===== config.mk =====
export PLATFORM = sky130hd
export DESIGN_NAME = pipelined_addsub
export DESIGN_NICKNAME = d
export VERILOG_FILES = /design/src/rtl/alu_pkg.sv /design/src/rtl/addsub_seg.sv /design/src/rtl/pipelined_addsub.sv
export SDC_FILE = /design/constraint.sdc
export NUM_CORES = 1
export LEC_CHECK = 0
export CELL_PAD_IN_SITES_DETAIL_PLACEMENT = 0
export CELL_PAD_IN_SITES_GLOBAL_PLACEMENT = 1
export CORE_ASPECT_RATIO = 1.4
export CORE_MARGIN = 1
export CORE_UTILIZATION = 41
export DETAILED_ROUTE_END_ITERATION = 12
export GPL_TIMING_DRIVEN = 0
export MAX_ROUTING_LAYER = met4
export PLACE_DENSITY_LB_ADDON = 0.1
export SYNTH_ARGS = -nofsm -noshare
export SYNTH_HDL_FRONTEND = slang
export SYNTH_SLANG_ARGS = --single-unit

===== constraint.sdc =====
create_clock -name clk -period 6.61 [get_ports clk]
set_input_delay 1.322 -clock clk [delete_from_list [all_inputs] [get_ports clk]]
set_output_delay 1.322 -clock clk [all_outputs]
set_load 0.02 [all_outputs]

===== src/rtl/alu_pkg.sv =====
// alu_pkg: opcode constants and operand-inversion helper shared by the add/sub units
package alu_pkg;
  localparam logic [2:0] OP_ADD = 3'b010;
  localparam logic [2:0] OP_SUB = 3'b110;
  localparam logic [2:0] OP_SLT = 3'b111;
  function automatic logic is_inv(input logic [2:0] op);
    return op == OP_SUB || op == OP_SLT;
  endfunction
endpackage


===== src/rtl/addsub_seg.sv =====
// addsub_seg: combinational SEG_W-bit add/sub slice
//   a, b, b_invert, cin -> sum, cout (carry out of slice), c_msb_in (carry into slice MSB)
module addsub_seg #(
  parameter int SEG_W = 8
) (
  input  logic [SEG_W-1:0] a,
  input  logic [SEG_W-1:0] b,
  input  logic             b_invert,
  input  logic             cin,
  output logic [SEG_W-1:0] sum,
  output logic             cout,
  output logic             c_msb_in
);
  logic [SEG_W-1:0] be;
  assign be = b ^ {SEG_W{b_invert}};
  assign {cout, sum} = {1'b0, a} + {1'b0, be} + {{SEG_W{1'b0}}, cin};
  // sum bit = a ^ b ^ carry-in, so the carry into the MSB falls out of the sum bit
  assign c_msb_in = sum[SEG_W-1] ^ a[SEG_W-1] ^ be[SEG_W-1];
endmodule


===== src/rtl/pipelined_addsub.sv =====
// pipelined_addsub: add/sub/slt resolving one SEG_W segment per stage, valid/ready on both sides
//   in_valid/in_ready/a_in/b_in/operation: operand beat
//   out_valid/out_ready/res/carry_out/overflow/zero: result beat, NSTAGE cycles later
module pipelined_addsub
  import alu_pkg::*;
#(
  parameter int WIDTH = 32,
  parameter int SEG_W = 8
) (
  input  logic             clk,
  input  logic             rst,
  input  logic             in_valid,
  output logic             in_ready,
  input  logic [WIDTH-1:0] a_in,
  input  logic [WIDTH-1:0] b_in,
  input  logic [2:0]       operation,
  output logic             out_valid,
  input  logic             out_ready,
  output logic [WIDTH-1:0] res,
  output logic             carry_out,
  output logic             overflow,
  output logic             zero
);
  localparam int NSTAGE = WIDTH / SEG_W;
  logic adv;
  if (WIDTH % SEG_W != 0) begin : g_bad
    $error("pipelined_addsub: WIDTH must be a multiple of SEG_W");
  end
  assign adv = !out_valid || out_ready;
  assign in_ready = adv && !rst;
  // Stage word layout: low WIDTH bits hold result segments below k and operand-a segments
  // from k up; the bits above WIDTH hold the still-unconsumed operand-b segments k and up.
  for (genvar k = 0; k < NSTAGE; k++) begin : st
    localparam int IW = WIDTH + (NSTAGE - k) * SEG_W;
    logic [IW-1:0]    din;
    logic             vin, inv, slt, cin, cout, cmsb;
    logic [SEG_W-1:0] sum;
    logic [WIDTH-1:0] mix;
    if (k == 0) begin : src
      assign din = {b_in, a_in};
      assign vin = in_valid;
      assign inv = is_inv(operation);
      assign slt = operation == OP_SLT;
      assign cin = inv;
    end else begin : src
      assign din = st[k-1].mid.w_q;
      assign vin = st[k-1].mid.v_q;
      assign inv = st[k-1].mid.inv_q;
      assign slt = st[k-1].mid.slt_q;
      assign cin = st[k-1].mid.c_q;
    end
    addsub_seg #(.SEG_W(SEG_W)) u_seg (
      .a(din[k*SEG_W +: SEG_W]),
      .b(din[WIDTH +: SEG_W]),
      .b_invert(inv),
      .cin(cin),
      .sum(sum),
      .cout(cout),
      .c_msb_in(cmsb)
    );
    always_comb begin
      mix = din[WIDTH-1:0];
      mix[k*SEG_W +: SEG_W] = sum;
    end
    if (k < NSTAGE - 1) begin : mid
      logic [IW-SEG_W-1:0] w_q;
      logic                v_q, c_q, inv_q, slt_q;
      always_ff @(posedge clk) begin
        if (rst) v_q <= 1'b0;
        else if (adv) v_q <= vin;
        if (adv) begin
          w_q   <= {din[IW-1:WIDTH+SEG_W], mix};
          c_q   <= cout;
          inv_q <= inv;
          slt_q <= slt;
        end
      end
    end else begin : fin
      logic             ov;
      logic [WIDTH-1:0] r;
      logic [WIDTH-1:0] w_q;
      logic             v_q, c_q, ov_q, z_q;
      assign ov = cmsb ^ cout;
      assign r = slt ? {{(WIDTH-1){1'b0}}, mix[WIDTH-1] ^ ov} : mix;
      always_ff @(posedge clk)
        if (rst) begin
          v_q  <= 1'b0;
          w_q  <= '0;
          c_q  <= 1'b0;
          ov_q <= 1'b0;
          z_q  <= 1'b0;
        end else if (adv) begin
          v_q  <= vin;
          w_q  <= r;
          c_q  <= cout;
          ov_q <= ov;
          z_q  <= r == '0;
        end
    end
  end
  assign out_valid = st[NSTAGE-1].fin.v_q;
  assign res       = st[NSTAGE-1].fin.w_q;
  assign carry_out = st[NSTAGE-1].fin.c_q;
  assign overflow  = st[NSTAGE-1].fin.ov_q;
  assign zero      = st[NSTAGE-1].fin.z_q;
endmodule


### Word level (Yosys, flattened, before mapping)

Cells that the tools add are included.

| cells by class | value |
|---|---|
| equality and inequality tests | 2 |
| reductions and logical operators | 6 |
| add/subtract/negate cells | 8 |
| bitwise operators | 8 |
| multiplexer cells | 1 |

Operators with widths:

| cell | count |
|---|---|
| $add 8x8->9 | 4 |
| $add 9x1->9 | 4 |
| $logic_not 32->1 | 1 |
| $mux 32 | 1 |
| $xor 8x8->8 | 4 |
| $eq 3x3->1 const B | 2 |
| $xor 1x1->1 | 4 |
| $logic_not 1->1 | 2 |
| $logic_or 1x1->1 | 2 |
| $logic_and 1x1->1 | 1 |

| storage, ports and cells | value |
|---|---|
| logic and storage cells | 45 |
| register bits after elaboration | 192 |
| input bits | 71 |

### Longest topological paths before layout

| depth | value |
|---|---|
| depth after elaboration | 9 |
| mapped depth | 11 |
| depth with buffers taken out | 10 |

### Cells and area by module

A second synthesis with hierarchy kept.

| second synthesis, totals | value |
|---|---|
| cells, all modules | 555 |
| area, all modules | 7790.0 µm² |

Modules (own cells, without submodules):

| module | seq. area each (µm²) | area an instance (µm²) | cells each | times used |
|---|---|---|---|---|
| pipelined_addsub | 5375.2 | 6138.4 | 343 | 1 |
| addsub_seg | 0.0 | 412.9 | 53 | 4 |

### Worst setup path before layout

Ideal clock, no wire load.

| timing path | value |
|---|---|
| path type | input to register |
| start | input out_ready |
| end | register st[0].mid.c_q (enable) |
| slack | 0.081 ns |
| data arrival time | 5.952 ns |
| stages on the path | 4 |
| path buffers | 2 |
| cells stage by stage | nor2b_1 -> clkbuf_1 -> inv_2 -> clkbuf_1 |

| on the way | value |
|---|---|
| longest elaborated chain between the ends | 1 |

Ends and longest elaborated chain:

| item | RTL line | source |
|---|---|---|
| from (decl) | pipelined_addsub.sv:18 | `input logic out_ready,` |
| $logic_or 1x1->1 | pipelined_addsub.sv:29 | `assign adv = !out_valid \|\| out_ready;` |
| to (signal assigned) | pipelined_addsub.sv:73 | `c_q <= cout;` |
| to (decl) | pipelined_addsub.sv:67 | `logic v_q, c_q, inv_q, slt_q;` |

Every way passes these cells.
A chain may end at the register's enable or synchronous reset.

### Worst setup path in the final report

| timing path | value |
|---|---|
| start | input out_ready |
| end | output in_ready |

| on the way | value |
|---|---|
| longest elaborated chain between the ends | 2 |

Ends and longest elaborated chain:

| item | RTL line | source |
|---|---|---|
| $logic_or 1x1->1 | pipelined_addsub.sv:29 |  |
| $logic_and 1x1->1 | pipelined_addsub.sv:30 | `assign in_ready = adv && !rst;` |
| to (decl) | pipelined_addsub.sv:13 | `output logic in_ready,` |

Every way passes these cells.

==> impl_metrics.env <==
export IMPL_status="complete, no violations"
export IMPL_cts_clk_slew_worst_paths_ns=0.07
export IMPL_area_growth_pct=26.43
export IMPL_fp_dieH_microns=164.4
export IMPL_synthDistinctLibCells=42
export IMPL_ctsHtreeMaxLevel=4
export IMPL_p_sw_mw=0.8271
export IMPL_worstSetupPathType="in2out"
export IMPL_finalHoldViolCount=0
export IMPL_portBuffers=107
export IMPL_syn_nets=642
export IMPL_min_path_type="reg2reg"
export IMPL_syn_inst=536
export IMPL_combPwrFrac_pct=17.3
export IMPL_wl_per_cell_microns=14.86
export IMPL_clk_latency_ns=0.42
export IMPL_pwr_share_seq_pct=50.3
export IMPL_min_period_ns=4.518
export IMPL_r2r_end="st[2].mid.c_q"
export IMPL_cap_violations=0
export IMPL_tightest_slew_ns=0.7253
export IMPL_layout_drive_gt1_share_pct=5.908
export IMPL_syn_area_sq_um=7721
export IMPL_drcViolationCount=0
export IMPL_synth_area_top_cells="edfxtp_1 (60%), dfxtp_1 (10%), ha_1 (4.5%), xor2_1 (3.5%), a21oi_1 (2.9%)"
export IMPL_dpl_worst_slack_ns=2.091
export IMPL_r2r_cells=11
export IMPL_yosys_warnings=0
export IMPL_ios=108
export IMPL_start_util_pct=41.67
export IMPL_clockBufferDepth=2
export IMPL_max_vdd_ir_drop_uv=177.3
export IMPL_grtUsageMet3_pct=4.109
export IMPL_dpl_instance_area_sq_um=9156
export IMPL_dp_hpwl_microns=9666
export IMPL_worst_ep_arrival_time_ns=3.20
export IMPL_dieWidth_microns=118.0
export IMPL_fin_worst_skew_ns=0.007820
export IMPL_p_int_mw=2.379
export IMPL_grt_total_usage_pct=15.56
export IMPL_synth_commonest_cells="edfxtp_1 (153), a21oi_1 (44), nand2_1 (40), dfxtp_1 (39), xor2_1 (31)"
export IMPL_grt_util_met2_pct=25.86
export IMPL_clock_sinks=192
export IMPL_grt_pass1_vias=4502
export IMPL_whs_path_depth=0
export IMPL_grt_pass1_wl_microns=22490
export IMPL_p_leak_nw=3.701
export IMPL_vias=4438
export IMPL_pwr_share_clk_pct=32.4
export IMPL_post_cts_resized=0
export IMPL_cts_buffers=17
export IMPL_drt_antenna_violating_nets=0
export IMPL_gr_total_overflow=0
export IMPL_fmax_mhz=221.3
export IMPL_antenna_found_initial=0
export IMPL_synth_edff_count=153
export IMPL_worst_r2r_setup_slack_ns=3.62
export IMPL_fin_nets=770
export IMPL_diodes=0
export IMPL_yosysMostFrequentCell="edfxtp_1"
export IMPL_clockRootBuffer="clkbuf_16"
export IMPL_ys_async_sr_fraction_pct=0
export IMPL_endpoint_kind="output port"
export IMPL_cts_tree="done"
export IMPL_gp_congestion=0.7677
export IMPL_hp_start="st[0].mid.w_q[5]"
export IMPL_fillers=1575
export IMPL_cp_max_fo=10
export IMPL_power_density_nw_per_um2=328.4
export IMPL_synth_top_area_share_pct=59.50
export IMPL_syn_area_per_cell_sq_um=14.41
export IMPL_gr_usage_met1_pct=18.33
export IMPL_routed_via_density=4.819
export IMPL_stdcell_area_sq_um=9762
export IMPL_dieArea_sq_um=19390
export IMPL_ys_seq_elements=192
export IMPL_swShare_pct=25.80
export IMPL_num_rows=59
export IMPL_core_area_sq_um=18530
export IMPL_first_pass_iters=4
export IMPL_drv_slew=0
export IMPL_synth_seq_area_share_pct=69.62
export IMPL_grt_max_degree=75
export IMPL_cts_hold_repair_buffers=0
export IMPL_slew_headroom_pct=51.64
export IMPL_first_iter_violations=234
export IMPL_synth_top_flop_cell="edfxtp_1"
export IMPL_top_usage_layer="met2"
export IMPL_synth_area_leader_cell="edfxtp_1"
export IMPL_setup_viol=0
export IMPL_worstReg2RegStart="st[1].mid.inv_q"
export IMPL_post_route_worst_setup_slack_ns=2.092
export IMPL_start_kind="input pin"
export IMPL_critPathRequiredTime_ns=5.29
export IMPL_wl_microns=13690
export IMPL_post_cts_buffers=0
export IMPL_rsz0062_at_grt="no"
export IMPL_hold_path_end="st[1].mid.w_q[5]"
export IMPL_fin_crit_sh_pct=68.36
[critical path, cell delays in order]
cell             delay [ns]
clkdlybuf4s50_1        0.40
nor2b_1                0.11
clkbuf_1               0.34
clkbuf_1               0.40
nor2_1                 0.07
clkdlybuf4s50_1        0.56
[worst max path at each step]
stage	startpoint	endpoint	slack (ns)
2_1_floorplan	out_ready	st[0].mid.c_q	0.08
3_3_place_gp	out_ready	st[0].mid.v_q	-2.18
3_5_place_dp	out_ready	in_ready	2.09
4_1_cts	out_ready	in_ready	2.08
5_1_grt	out_ready	in_ready	1.95
6_report	out_ready	in_ready	2.09
[area by class of cell]
class | count | area [sq um] | share of cell area, %
sequential | 192 | 5375 | 55.06
multi-input combinational | 310 | 2217 | 22.71
timing repair buffer | 109 | 1126 | 11.54
clock buffer | 18 | 439.2 | 4.499
tap | 244 | 305.3 | 3.127
clock inverter | 14 | 166.4 | 1.705
buffer | 19 | 76.32 | 0.7819
inverter | 15 | 56.30 | 0.5768
[power by group through the flow]
stage | registers, mW | logic [mW] | clock network, mW
finish | 1.61 | 0.554 | 1.04
global route | 1.63 | 0.616 | 1.12
CTS | 1.62 | 0.561 | 1.07
detailed placement | 1.64 | 0.556 | 0
global placement | 1.64 | 0.549 | 0
floorplan | 1.66 | 0.298 | 0
[layout by cell type, fill, tap and decap left out, types with 3 or more instances in the layout]
| cell type | instances |
|---|---|
| a211oi_1 | 7 |
| a21o_1 | 8 |
| a21oi_1 | 44 |
| a22oi_1 | 5 |
| clkbuf_1 | 15 |
| clkbuf_16 | 17 |
| clkdlybuf4s50_1 | 107 |
| dfxtp_1 | 39 |
| edfxtp_1 | 153 |
| fa_1 | 7 |
| ha_1 | 28 |
| inv_1 | 14 |
| inv_6 | 5 |
| inv_8 | 3 |
| nand2_1 | 40 |
| nand2b_1 | 6 |
| nand3b_1 | 25 |
| nor2_1 | 28 |
| nor2b_1 | 6 |
| nor3_1 | 6 |
| nor4_1 | 6 |
| nor4b_1 | 4 |
| o21ai_0 | 3 |
| o21ai_1 | 8 |
| xnor2_1 | 24 |
| xor2_1 | 31 |
[kinds of logic after synthesis]
| group | count (synthesis) | synth area share (%) |
|---|---|---|
| compound gates | 90 | 7.227 |
| xor+xnor | 55 | 6.239 |
| fa+ha+maj | 35 | 6.352 |
| buf+inv | 34 | 1.669 |
| flops | 192 | 69.62 |
| simple gates | 130 | 8.896 |
[state kept, by name, summed over array words and instances (netlist names)]
signal and count:
carry_out 1, out_valid 1, overflow 1, res 32, st.mid.c_q 3, st.mid.inv_q 3, st.mid.slt_q 3, st.mid.v_q 3
st.mid.w_q 144, zero 1
[layer usage]
metal  share of wire [%]  up-vias
met5                   0        -
met4                 1.2        0
li1                    -     2223
met1                  45     2109
met2                  50       93
met3                 4.0       13
[stage by stage]
stage	power (mW)	TNS (ns)	utilization, %	hold slack (ns)	instances
after global placement	2.185	-336.41	49.10	0.4018	887
final	3.206	0	52.68	0.4201	921
after global routing	3.366	0	52.68	0.4284	921
after floorplan	1.956	0	-	0.4003	536
after CTS	3.245	0	52.68	0.4215	921
after detailed placement	2.196	0	49.42	0.4045	889
(Power assumes the default switching activity.)
==> RTL edit (same flow settings) <==
Set the parameter `WIDTH` to 64 (it was 32).
--- a/src/rtl/pipelined_addsub.sv
+++ b/src/rtl/pipelined_addsub.sv
@@ -4,7 +4,7 @@
 module pipelined_addsub
   import alu_pkg::*;
 #(
-  parameter int WIDTH = 32,
+  parameter int WIDTH = 64,
   parameter int SEG_W = 8
 ) (
   input  logic             clk,
Interface: changed (resized a_in, b_in and res); port bits go from 108 to 204. No check against the original RTL was run, so the function may have changed too.
==> RTL edit against the original RTL <==
  * Cell area rose to 3.3 times the old value
  * Synthesized cell count increased to 2.7 times the old value
  * Power grew to 3.7 times the old value
  * Area after synthesis rose to 3.5 times the old value
  * Critical endpoint unchanged
  * Worst setup slack worse by 0.65 ns
  * Wire length rose to 3.2 times the old value
  * Global-route usage decreased by 2.0 points
  * Sequential cell count grew 576
==> RTL edit: results (changes against the original RTL) <==
Setup path
  – Worst r2r path cells: 8 (was 11)
  – Slowest library cell on the worst path: sky130_fd_sc_hd__clkbuf_1 (was sky130_fd_sc_hd__clkdlybuf4s50_1)
  – Worst path max stage delay: 0.64 ns (was 0.56 ns)

Clock tree
  – Clock insertion delay at the later pin of the skew report: 0.61 ns (was 0.42 ns)
  – Maximum level of the CTS H-tree: 3 (was 4)
  – Cts bufs inserted: 76 (was 17)
  – Max clock buf depth: 3 (was 2)

Route
  – Violation count after the first detailed-routing iteration: 904 (was 234)
  – Drt via density: 4.63 (was 4.82)
  – Post-detailed-routing wire length: 43.4 mm (was 13.7 mm)

Synth
  – Cell types occupying the most area after synthesis: sky130_fd_sc_hd__edfxtp_1 (78%), sky130_fd_sc_hd__dfxtp_1 (5.6%), sky130_fd_sc_hd__ha_1 (2.6%) (was sky130_fd_sc_hd__edfxtp_1 (60%), sky130_fd_sc_hd__dfxtp_1 (10%), sky130_fd_sc_hd__ha_1 (4.5%))
  – Yosys cell types: 49 (was 42)
  – Number of flops mapped to enable cells by yosys: 693 (was 153)
  – Cell types with the highest counts after synthesis: sky130_fd_sc_hd__edfxtp_1 (693), sky130_fd_sc_hd__nor2_1 (94), sky130_fd_sc_hd__a21oi_1 (93), sky130_fd_sc_hd__dfxtp_1 (75), sky130_fd_sc_hd__xor2_1 (66) (was sky130_fd_sc_hd__edfxtp_1 (153), sky130_fd_sc_hd__a21oi_1 (44), sky130_fd_sc_hd__nand2_1 (40), sky130_fd_sc_hd__dfxtp_1 (39), sky130_fd_sc_hd__xor2_1 (31))
  – Net count after synthesis: 1628 (was 642)

Timing
  – Worst slew pin tran: 0.898 ns (was 0.725 ns)
  – Skew final: 0.0156 ns (was 0.00782 ns)

Place
  – Dpl ws: 1.01 ns (was 2.09 ns)

Pwr
  – Maximum vdd drop: 0.315 mV (was 0.177 mV)

Global routing
  – Via count of the first global-routing pass: 12200 (was 4502)
  – First-pass GRT wire length: 67.0 mm (was 22.5 mm)
  – GRT Total Usage: 0.136 (was 0.156)
  – Pin count of the biggest net entering global routing: 186 (was 75)

Run status
  – Result of the run: complete, no violations (unchanged)

Final layout
  – Ratio of cells with drive above 1 in the final layout: 0.0735 (was 0.0591)
  – Number of flip-flops in the largest register: 672 (was 144)
RTL edit: layer usage:
layer	global-route usage	part of all wire	vias to the layer above
met5	-	0	-
met4	0.0569	0.026	0
met3	0.0296	0.054	67
met2	0.218	0.48	259
met1	0.166	0.44	5841
li1	-	-	5917
RTL edit: logic make-up (layout without fill, tap and decap cells):
kind of cell	count (synthesis)	count (layout)	share of synthesized area
adders and majority gates	71	71	0.0374
xor gates and xnor gates	112	112	0.0377
DFF	768	768	0.834
AOI/OAI and AO/OA	159	159	0.0358
buffers and inverters	70	416	0.00996
muxes	1	1	0.000374
and+or+nand+nor	241	241	0.0447
RTL edit: final cells by class:
class                           count  area (um2)
Inverter                           33         124
Clock inverter                     48         547
Timing Repair Buffer              207        2140
Fill cell                        5340       31900
Sequential cell                   768       22300
Buffer                             37         164
Multi-Input combinational cell    584        4180
Tap cell                          840        1050
Clock buffer                       91        2020
RTL edit: worst paths after layout:
kind                                        start                 to  slack [ns]
worst max-delay path                    out_ready           in_ready        1.45
worst min-delay path            st[5].mid.w_q[13]  st[6].mid.w_q[13]        0.41
worst max register to register          out_valid  st[0].mid.w_q[82]        2.50
worst min register to register  st[5].mid.w_q[13]  st[6].mid.w_q[13]        0.41
RTL edit: where the power goes:
group          switching, W  leakage [nW]  internal [W]
registers          0.000269          7.98       0.00609
clock network       0.00176          1.26       0.00262
logic              0.000479          3.02      0.000496
total               0.00251          12.3       0.00921
RTL edit: stage by stage:
stage / total power [W] / TNS (ns) / area (um2) / std cells / hold slack (ns)
final: 0.0117 / 0 / 32500 / 2608 / 0.407
after global routing: 0.0122 / 0 / 32500 / 2608 / 0.419
after CTS: 0.0119 / 0 / 32500 / 2608 / 0.411
after detailed placement: 0.00746 / 0 / 30000 / 2469 / 0.405
after global placement: 0.00743 / -355.33 / 29800 / 2465 / 0.401
after floorplan: 0.00694 / 0 / 26800 / 1422 / 0.400
RTL edit: worst reg2reg max path: cells and delay by family (launching register included):
kind          cells  cell delay [ns]
buf+inv           7             3.12
flops             1             0.30
simple gates      1             0.12
